### config.mk
export PLATFORM = sky130hd
export DESIGN_NAME = wide_add_seq
export DESIGN_NICKNAME = d
export VERILOG_FILES = /design/src/rtl/wide_add_seq.sv
export SDC_FILE = /design/constraint.sdc
export NUM_CORES = 1
export LEC_CHECK = 0
export ABC_AREA = 1
export BUFFER_PORTS_ARGS = -buffer_cell sky130_fd_sc_hd__buf_4
export CORE_UTILIZATION = 40
export DETAILED_ROUTE_END_ITERATION = 12
export PLACE_DENSITY = 0.59
export SLEW_MARGIN = 0
export SYNTH_ARGS = -nofsm -noshare
export SYNTH_HDL_FRONTEND = slang
export SYNTH_SLANG_ARGS = --single-unit
### constraint.sdc
create_clock -name CLK -period 2.4 [get_ports CLK]
set_input_delay 0.36 -clock CLK [delete_from_list [all_inputs] [get_ports CLK]]
set_output_delay 0.36 -clock CLK [all_outputs]
set_load 0.01 [all_outputs]
### src/rtl/wide_add_seq.sv
// Multi-byte add/subtract sequencer that time-shares an external 8-bit adder,
// processing one byte per clock from the low byte upward with a registered carry.
module wide_add_seq #(
  parameter int unsigned BYTES = 4
) (
  input  logic               CLK,
  input  logic               RST_N,
  input  logic               START,
  input  logic               SUB,
  input  logic [8*BYTES-1:0] OPA,
  input  logic [8*BYTES-1:0] OPB,
  output logic               BUSY,
  output logic               DONE,
  output logic [8*BYTES-1:0] RESULT,
  output logic               C_OUT,
  output logic               V_OUT,
  output logic               Z_OUT,
  output logic [7:0]         ADD_A,
  output logic [7:0]         ADD_B,
  output logic               ADD_CI,
  input  logic [7:0]         ADD_Y,
  input  logic               ADD_C,
  input  logic               ADD_V
);

  localparam int unsigned W  = 8 * BYTES;
  localparam int unsigned IW = $clog2(BYTES);
  localparam logic [IW-1:0] LAST = IW'(BYTES - 1);

  typedef enum logic [1:0] {
    IDLE = 2'd0,
    RUN  = 2'd1,
    FIN  = 2'd2
  } state_t;

  state_t        state;
  state_t        state_nx;
  logic [W-1:0]  opa_r;
  logic [W-1:0]  opb_r;
  logic          sub_r;
  logic [IW-1:0] idx;
  logic          cy_r;
  logic [W-1:0]  acc_r;
  logic [W-1:0]  acc_nx;
  logic          accept;
  logic          last;

  // FIN accepts a new request exactly like IDLE, giving back-to-back operation.
  assign accept = START && (state != RUN);
  assign last   = (state == RUN) && (idx == LAST);

  always_ff @(posedge CLK or negedge RST_N) begin
    if (!RST_N) state <= IDLE;
    else        state <= state_nx;
  end

  always_comb begin
    state_nx = state;
    case (state)
      IDLE:    if (START) state_nx = RUN;
      RUN:     if (idx == LAST) state_nx = FIN;
      FIN:     state_nx = START ? RUN : IDLE;
      default: state_nx = IDLE;
    endcase
  end

  always_comb begin
    BUSY   = 1'b0;
    DONE   = 1'b0;
    ADD_A  = '0;
    ADD_B  = '0;
    ADD_CI = 1'b0;
    case (state)
      RUN: begin
        BUSY   = 1'b1;
        ADD_A  = opa_r[8*idx +: 8];
        ADD_B  = opb_r[8*idx +: 8] ^ {8{sub_r}};
        ADD_CI = (idx == '0) ? sub_r : cy_r;
      end
      FIN:     DONE = 1'b1;
      default: ;
    endcase
  end

  // Accumulator with the current byte merged in, so the final edge can
  // publish the complete result and its zero flag in the same cycle.
  always_comb begin
    acc_nx = acc_r;
    acc_nx[8*idx +: 8] = ADD_Y;
  end

  always_ff @(posedge CLK or negedge RST_N) begin
    if (!RST_N) begin
      opa_r  <= '0;
      opb_r  <= '0;
      sub_r  <= 1'b0;
      idx    <= '0;
      cy_r   <= 1'b0;
      acc_r  <= '0;
      RESULT <= '0;
      C_OUT  <= 1'b0;
      V_OUT  <= 1'b0;
      Z_OUT  <= 1'b0;
    end else if (accept) begin
      opa_r <= OPA;
      opb_r <= OPB;
      sub_r <= SUB;
      idx   <= '0;
    end else if (state == RUN) begin
      acc_r <= acc_nx;
      cy_r  <= ADD_C;
      idx   <= last ? '0 : idx + 1'b1;
      if (last) begin
        RESULT <= acc_nx;
        C_OUT  <= ADD_C;
        V_OUT  <= ADD_V;
        Z_OUT  <= (acc_nx == '0);
      end
    end
  end

endmodule

======== After elaboration in Yosys (flattened, before gate mapping) ========
Cells that the tools add are included.
cells by class
  add/sub/neg operators ................... 2
  equality and inequality tests ........... 6
  shift operators ......................... 4
  mux-type cells .......................... 14
  bitwise logic cells ..................... 2
  reduce and logical (&&, ||, !) cells .... 9
operators with widths
  cell                     number
  $shiftx 32x6->8          2
  $neg 5->34               1
  $shift 8x34->32 const A  1
  $shiftx 8x34->32         1
  $bwmux 32                1
  $logic_not 32->1         1
  $mux 8                   2
  $mux 2                   5
  $xor 8x8->8              1
  $pmux 2 s3               1
  $mux 1                   5
  $eq 2x2->1 const B       2
  $logic_not 2->1          2
  $ne 2x1->1 const B       2
  $reduce_and 2->1         2
  $reduce_and 3->1         1
  $add 2x1->2 const B      1
  $eq 2x1->1 const B       1
  $logic_and 1x1->1        2
  $ne 2x2->1 const B       1
  $reduce_bool 2->1        1
  $not 1->1                1
storage, ports and cells
  register bits ........................... 137
  bits of input ports ..................... 78
  output and inout port bits .............. 54
  word-level logic and storage cells ...... 48

======== Logic depth before layout (Yosys ltp) ========
Gate-level depths: netlist of run 1.
  depth after elaboration ................. 5
  gate-level depth with buffers ........... 17
  gate-level depth less buffers ........... 13

======== Least setup slack after synthesis of run 1 ========
No wires, ideal clock.
  path kind ............................... register -> register
  start ................................... reg idx[0]
  end ..................................... reg Z_OUT
  setup time .............................. 116 ps
  arrival ................................. 2081 ps
  required time ........................... 2284 ps
  slack ................................... 203 ps
  stages on the path, launching flop included .. 16
  path buffers ............................ 3
  period minus slack after synthesis ...... 2197 ps
  path through ............................ dfrtp_1 > buf_4 > inv_1 > buf_2 > buf_2 > ha_1 > nor2_2 > nand3_1 > nand2_1 > nor2_1 > nand2_1 > nor2_1 > nand2_1 > nor2_1 > nand2_1 > nand2_1
on the way
  longest elaborated chain between the ends .. 4
  elaborated cells on any way between the ends .. 8
  classes of those cells .................. 1 x add/sub; 1 x eq/ne; 2 x shift; 1 x mux; 3 x reduce/logical
ends and longest elaborated chain
  item                                                        RTL line  text
  from (decl)                                                 41        logic [IW-1:0] idx;
  from (signal assigned)                                      112       idx <= last ? '0 : idx + 1'b1;
  $neg 5->34                                                  89        acc_nx[8*idx +: 8] = ADD_Y;
  $shiftx 8x34->32 / $shift 8x34->32 (equally long branches)  89
  $bwmux 32                                                   89
  $logic_not 32->1                                            117       Z_OUT <= (acc_nx == '0);
  to (signal assigned)                                        117
  to (decl)                                                   17        output logic Z_OUT,
Several ways; a longest one is shown, not always the timed one.
A chain may end at the register's enable or synchronous reset.

======== Worst setup path in the final report of run 1 ========
  start ................................... reg idx[1]
  end ..................................... out ADD_B[2]
on the way
  longest elaborated chain between the ends .. 3
ends and longest elaborated chain
  item             RTL line  text
  $shiftx 32x6->8  77        ADD_B = opb_r[8*idx +: 8] ^ {8{sub_r}};
  $xor 8x8->8      77
  $mux 8           73        case (state)
  to (decl)        19        output logic [7:0] ADD_B,
Every way passes these cells.

==> results of run 1 <==
==> cells by family after synthesis <==
| logic type | share of synthesized area |
|---|---|
| and+or+nand+nor | 0.174 |
| DFF | 0.530 |
| AOI/OAI and AO/OA | 0.114 |
| buffers and inverters | 0.0585 |
| muxes | 0.111 |
| adders and majority gates | 0.0116 |
==> registers in the layout (all words and copies together) (netlist names) <==
register,flops
state,2
acc_r,32
opb_r,32
C_OUT,1
idx,2
opa_r,32
cy_r,1
Z_OUT,1
V_OUT,1
sub_r,1
RESULT,32
==> report_power, final <==
part,leakage (nW),switching [mW],internal (mW)
clock network,0.243,0.895,1.35
registers,1.73,0.520,3.32
logic,1.94,2.81,2.23
==> worst register-to-register path: cells and delay by family (launching register included) <==
family                     cells  cell delay (ns)
adders and majority gates      1             0.48
buffers and inverters          1             0.29
and+or+nand+nor                6             0.91
DFF                            1             0.38
==> metal layers <==
layer | vias up | track usage
met3 | 19 | 0.0690
li1 | 2533 | -
met1 | 2456 | 0.268
met5 | - | 0
met4 | 0 | 0.0623
met2 | 171 | 0.318
==> metrics by stage <==
stage	instance area [um2]	std cells	util	total power, mW	setup WS, ns
6_report	8180	1047	0.517	11.1	0.178
2_1_floorplan	6460	694	-	7.16	0.203
3_5_place_dp	7660	1018	0.484	8.90	0.285
4_1_cts	8170	1048	0.516	11.2	0.0168
5_1_grt	8180	1047	0.517	12.0	0.0261
3_3_place_gp	7660	1018	0.484	8.79	0.300
==> synth_stat cells <==
master	instances	area [um2]
mux2_2	64	721
a21oi_1	27	135
buf_1	2	7.51
o22ai_1	4	25.0
a21boi_2	1	11.3
o21ai_0	73	365
nand3_2	1	10.0
buf_6	2	22.5
nand3b_1	2	15.0
nor4_2	1	12.5
inv_1	40	150
ha_1	6	75.1
o21a_1	2	15.0
nor2_1	72	270
clkbuf_1	11	41.3
inv_2	4	15.0
inv_4	1	6.26
buf_4	8	60.1
nand3_1	20	100
a32o_1	8	80.1
a31oi_1	4	25.0
buf_2	15	75.1
nor2_2	11	68.8
a21oi_2	2	17.5
nor2_4	1	11.3
o21ai_1	12	60.1
nand3_4	2	35.0
dfrtp_1	137	3430
nand2_1	161	604
==> what timing repair did <==
| item | in CTS | in global routing |
|---|---|---|
| hold buffers | 1 | 0 |
| buffers inserted | 0 | 0 |
| setup endpoints to repair | 8 | 8 |
| hold endpoints to repair | 39 | 0 |
| pin swaps | 0 | 0 |
| resized for setup | 2 | 5 |
==> worst paths after layout <==
path / startpoint / to
min in group asynchronous: RST_N / RESULT[20]
hold / removal: ADD_V / V_OUT
setup / recovery: idx[1] / ADD_B[2]
max in group asynchronous: RST_N / opb_r[16]
setup reg to reg: idx[0] / Z_OUT
hold reg to reg: RESULT[4] / RESULT[4]
==> cell type report <==
| type | count | area, um2 | area share |
|---|---|---|---|
| multi-input combinational | 474 | 2660 | 0.325 |
| tap | 216 | 270 | 0.0331 |
| clock buffer | 25 | 475 | 0.0581 |
| clock inverter | 4 | 22.5 | 0.00275 |
| inverter | 45 | 171 | 0.0210 |
| timing repair buffer | 146 | 1150 | 0.140 |
| sequential | 137 | 3430 | 0.419 |
==> key figures, run 1 <==
Floorplanning
  – Initial core utilization: 0.408
  – Die area: 16,700 um2
  – Die extent in y: 129 um
  – Number of cell rows: 46
  – IO Count: 132
  – Die X-Extent: 129 um
  – Core area: 15,800 um2

Placed design
  – Buffers added on ports: 131
  – HPWL after DPL: 11,300 um
  – Routability cong.: 0.806

Clock tree
  – Depth of the CTS H-tree: 4
  – Total clock buffers created by CTS: 17
  – Total clock sinks: 137
  – Root Buffer: clkbuf_16
  – Clock latency of the later-clocked register in the worst-skew pair: 0.42 ns
  – Number of buffers on the longest clock path: 2
  – TritonCTS clock tree: done
  – Clock slew at the register clock pins of the worst setup and hold paths: 0.06 ns

STA
  – Transition at the pin with the smallest max-transition slack: 0.542 ns
  – Unrepaired setup endpoints after global routing: no
  – Fin crit share: 0.926
  – Setup Total Neg Slack: 0 ns
  – Worst Hold Slack: 0.149 ns
  – # setup viols final: 0
  – Maximum operating frequency: 450 MHz
  – Count of final max-slew check failures: 0
  – Worst slew margin relative to its limit: 0.638
  – Post-route minimum period: 2.22 ns
  – Largest clock skew in the final design: 0.00883 ns
  – Final count of hold timing violations: 0

Min path
  – HP Class: in2reg
  – Hold Path Stages: 3

Power and ir drop
  – Leakage: 3.91 nW
  – Peak supply drop: 0.739 mV
  – Power density over cell area: 1360 nW/um2

Synth
  – Post-synthesis net count: 778
  – Cell Area, Synth: 6460 um2
  – #FFs+latches synth: 137
  – Synthesized instance count: 694
  – Unique cell type count in the Yosys netlist: 29
  – Proportion of synthesized chip area in sequential cells: 0.530
  – YS warnings: 0
  – Mean cell area of the mapped netlist: 9.31 um2

Routing
  – Detailed-route vias per instance: 4.95
  – DRC errors left: 0
  – First-pass iteration count of the detailed router: 5
  – Routed length on met1: 7190 um
  – Max Used Layer: met4
  – DRC marker count from the first detailed-route iteration: 296
  – Count of nets left with antenna violations after detail routing: 0
  – Vias: 5,179
  – Routed wirelength normalized by instance count: 15.1 um
  – Wire length on met2: 7190 um
  – Met3 WL post-DR: 1180 um
  – Total length of routed wires: 15,800 um

GRT
  – Global route total overflow: 0
  – Wire length of the first global-routing pass: 26,100 um
  – Total global-route track usage: 0.204
  – Initial antenna violation count: 0
  – Largest net degree at the start of global routing: 67
  – Vias in the first global route: 5,179

Run
  – Number of maximum-capacitance constraint violations: 0

Layout
  – Leading cell types in the layout, fill and taps excluded: nand2_1 (160), buf_4 (140), dfrtp_1 (136)
  – Number of fillers in the final layout: 1,507
  – Area added between synthesis and finish: 26.5%
  – Share of layout cells above drive strength 1: 0.312
  – Net count of the finished layout: 905
  – Total inserted antenna cells: 0
  – Most common cell after layout, fill and taps aside: nand2_1

Run status
  – Outcome: finished, final reports clean

Setup path
  – Max Fanout on Critical Path: 24
  – Critical path capture point type: primary output
  – Setup slack on the worst flop-to-flop path: 0.28 ns
  – Logic depth of the worst setup path including buffers: 7
  – Critical path's top delay family: buffers and inverters
  – Count of buffer and inverter cells on the critical path: 3
  – Critical path, cell by cell: inv_2 -> buf_4 -> a21oi_1 -> a32o_1 -> o21ai_1 -> a21oi_1 -> buf_4
  – Worst EP arrival: 1.86 ns
  – Launching element type of the critical path: flop
  – Delay of the slowest cell on the worst path: 0.38 ns
  – Worst Path Class, Setup: reg2out
  – Required arrival time at the worst endpoint: 2.04 ns
  – Worst Reg-to-Reg Cells: 8
  – Max stage delay cell, worst path: dfrtp_1
Note: power is estimated with default switching activity, not from simulation.
==> run 2, diff against run 1 <==
--- a/config.mk
+++ b/config.mk
@@ -7,9 +7,11 @@
 export LEC_CHECK = 0
 export ABC_AREA = 1
 export BUFFER_PORTS_ARGS = -buffer_cell sky130_fd_sc_hd__buf_4
-export CORE_UTILIZATION = 40
+export CELL_PAD_IN_SITES_DETAIL_PLACEMENT = 2
+export CELL_PAD_IN_SITES_GLOBAL_PLACEMENT = 2
+export CORE_UTILIZATION = 33
 export DETAILED_ROUTE_END_ITERATION = 12
-export PLACE_DENSITY = 0.59
+export PLACE_DENSITY = 0.77
 export SLEW_MARGIN = 0
 export SYNTH_ARGS = -nofsm -noshare
 export SYNTH_HDL_FRONTEND = slang
==> run 2 against run 1 <==
Against the previous run: via count increased by 4.8%; wire length grew 30%; worst setup slack got worse by 0.083 ns; critical path depth is 1 lower; die area rose by 21%; largest cell class unchanged.
==> key figures, run 2 (synthesized netlist as in run 1, its figures left out) <==
Run status
  – Outcome: finished, final reports clean

STA
  – Worst slew margin relative to its limit: 0.554 (-0.0840)
  – Setup Total Neg Slack: 0 ns (unchanged)
  – Final setup slack of the worst path: 0.0951 ns (-0.0825 ns)
  – Final count of hold timing violations: 0 (unchanged)
  – # setup viols final: 0 (unchanged)
  – Worst Hold Slack: 0.138 ns (-0.0107 ns)
  – Count of final max-slew check failures: 0 (unchanged)
  – Transition at the pin with the smallest max-transition slack: 0.668 ns (+0.127 ns)
  – Unrepaired setup endpoints after global routing: no
  – Fin crit share: 0.960 (+0.0344)
  – Maximum operating frequency: 434 MHz (-3.6%)
  – Largest clock skew in the final design: 0.00784 ns (-0.000988 ns)
  – Post-route minimum period: 2.30 ns (+0.0825 ns)

Setup path
  – Worst EP arrival: 1.94 ns (+0.08 ns)
  – Max Fanout on Critical Path: 34 (+42%)
  – Endpoint of the most critical register-to-register path: Z_OUT
  – Launching element type of the critical path: flop
  – Required arrival time at the worst endpoint: 2.04 ns (about the same)
  – Critical Path Start: idx[0]
  – Worst Path Class, Setup: reg2out
  – FF-to-FF Start: idx[0]
  – Worst Setup EP: ADD_B[7]
  – Setup slack on the worst flop-to-flop path: 0.24 ns (-0.04 ns)
  – Worst Reg-to-Reg Cells: 11 (+3)
  – Critical path capture point type: primary output

Layout
  – Leading cell types in the layout, fill and taps excluded: nand2_1 (159), buf_4 (138), dfrtp_1 (136)
  – Area added between synthesis and finish: 30.0%
  – Number of cells in the finished layout apart from fillers: 1,096 (+4.7%)
  – Most common cell after layout, fill and taps aside: nand2_1
  – Net count of the finished layout: 907 (+0.22%)
  – Share of layout cells above drive strength 1: 0.324 (+0.0125)
  – Total inserted antenna cells: 0 (unchanged)

Power and ir drop
  – PnR Total Power: 12.0 mW (+7.8%)
  – Leakage: 3.97 nW (+1.7%)
  – Power density over cell area: 1430 nW/um2 (+4.9%)
  – Peak supply drop: 0.642 mV (-13%)

Clock tree
  – TritonCTS clock tree: done
  – Clock latency of the later-clocked register in the worst-skew pair: 0.43 ns (about the same)
  – Number of buffers on the longest clock path: 2 (unchanged)
  – Depth of the CTS H-tree: 4 (unchanged)
  – Total clock sinks: 137 (unchanged)
  – Total clock buffers created by CTS: 17 (unchanged)
  – Root Buffer: clkbuf_16
  – Clock slew at the register clock pins of the worst setup and hold paths: 0.06 ns (about the same)

Floorplanning
  – Core area: 19,000 um2 (+20%)
  – Die area: 20,200 um2 (+21%)
  – Die X-Extent: 142 um (+9.9%)
  – Die extent in y: 142 um (+9.9%)
  – Initial core utilization: 0.341 (-0.0674)
  – Number of cell rows: 50 (+8.7%)
  – IO Count: 132 (unchanged)

GRT
  – Largest net degree at the start of global routing: 64 (-4.5%)
  – Wire length of the first global-routing pass: 32,700 um (+25%)
  – Vias in the first global route: 6,063 (+17%)
  – Global route total overflow: 0 (unchanged)
  – Total global-route track usage: 0.214 (+0.00989)
  – Initial antenna violation count: 0 (unchanged)

Routing
  – Wire length on met2: 10,200 um (+42%)
  – Routed length on met1: 8920 um (+24%)
  – Detailed-route vias per instance: 4.95 (+0.12%)
  – First-pass iteration count of the detailed router: 4 (-1)
  – Met3 WL post-DR: 985 um (-17%)
  – Total length of routed wires: 20,400 um (+30%)
  – Routed wirelength normalized by instance count: 18.6 um (+24%)
  – DRC marker count from the first detailed-route iteration: 202 (-32%)
  – DRC errors left: 0 (unchanged)
  – Vias: 5,428 (+4.8%)
  – Count of nets left with antenna violations after detail routing: 0 (unchanged)
  – Max Used Layer: met4

Run
  – Number of maximum-capacitance constraint violations: 0 (unchanged)

Placed design
  – Buffers added on ports: 131 (unchanged)
  – Routability cong.: 0.811 (+0.62%)
  – Post-Place Cells: 1,062 (+4.3%)
  – Placement Setup Slack: 0.337 ns (+0.0512 ns)
  – HPWL after DPL: 14,200 um (+26%)

Min path
  – HP Class: in2reg
run 2: power breakdown:
group	total [mW]	switching (mW)	internal [mW]	leakage, nW
combinational	5.42	3.09	2.33	1.97
sequential	3.91	0.595	3.32	1.73
clock	2.66	1.11	1.55	0.277
total	12.0	4.80	7.19	3.97
run 2: area by class of cell:
type                            instances  area (um2)
Clock buffer                           17         425
Tap cell                              260         325
Sequential cell                       137        3430
Clock inverter                         15         169
Timing Repair Buffer                  148        1220
Inverter                               45         174
Fill cell                            2046       10600
Multi-Input combinational cell        474        2660
run 2: layer usage:
| metal | up-vias | track usage |
|---|---|---|
| li1 | 2548 | - |
| met1 | 2727 | 0.266 |
| met2 | 127 | 0.365 |
| met3 | 26 | 0.0518 |
| met4 | 0 | 0.0673 |
| met5 | - | 0 |
run 2: worst min-delay path by stage:
stage	slack, ns	endpoint	start	depth (start not counted)
finish	0.14	V_OUT	ADD_V	3
global route	0.15	opb_r[4]	OPB[4]	2
CTS	0.11	V_OUT	ADD_V	3
detailed placement	0.42	RESULT[16]	RST_N	1
global placement	0.41	RESULT[20]	RST_N	1
floorplan	0.06	C_OUT	RST_N	0
run 2: through the flow:
| step | instance area, um2 | utilization |
|---|---|---|
| 3_5_place_dp | 7740 | 0.408 |
| 3_3_place_gp | 7740 | 0.408 |
| 2_1_floorplan | 6460 | - |
| 4_1_cts | 8370 | 0.441 |
| 6_report | 8400 | 0.443 |
| 5_1_grt | 8400 | 0.443 |
run 2: critical path: stages, from the launching register on:
cell and delay [ns]:
dfrtp_2 0.47, buf_12 0.23, nand2_1 0.10, a32o_1 0.29
o21ai_1 0.15, a21oi_1 0.08, buf_4 0.19
run 2: repair_timing:
| item | CTS | global route |
|---|---|---|
| gates resized for setup | 7 | 3 |
| setup endpoints to repair | 9 | 3 |
| gates cloned | 0 | 1 |
| setup buffers | 0 | 0 |
| hold buffers | 1 | 0 |
| endpoints found under the hold margin | 61 | 0 |
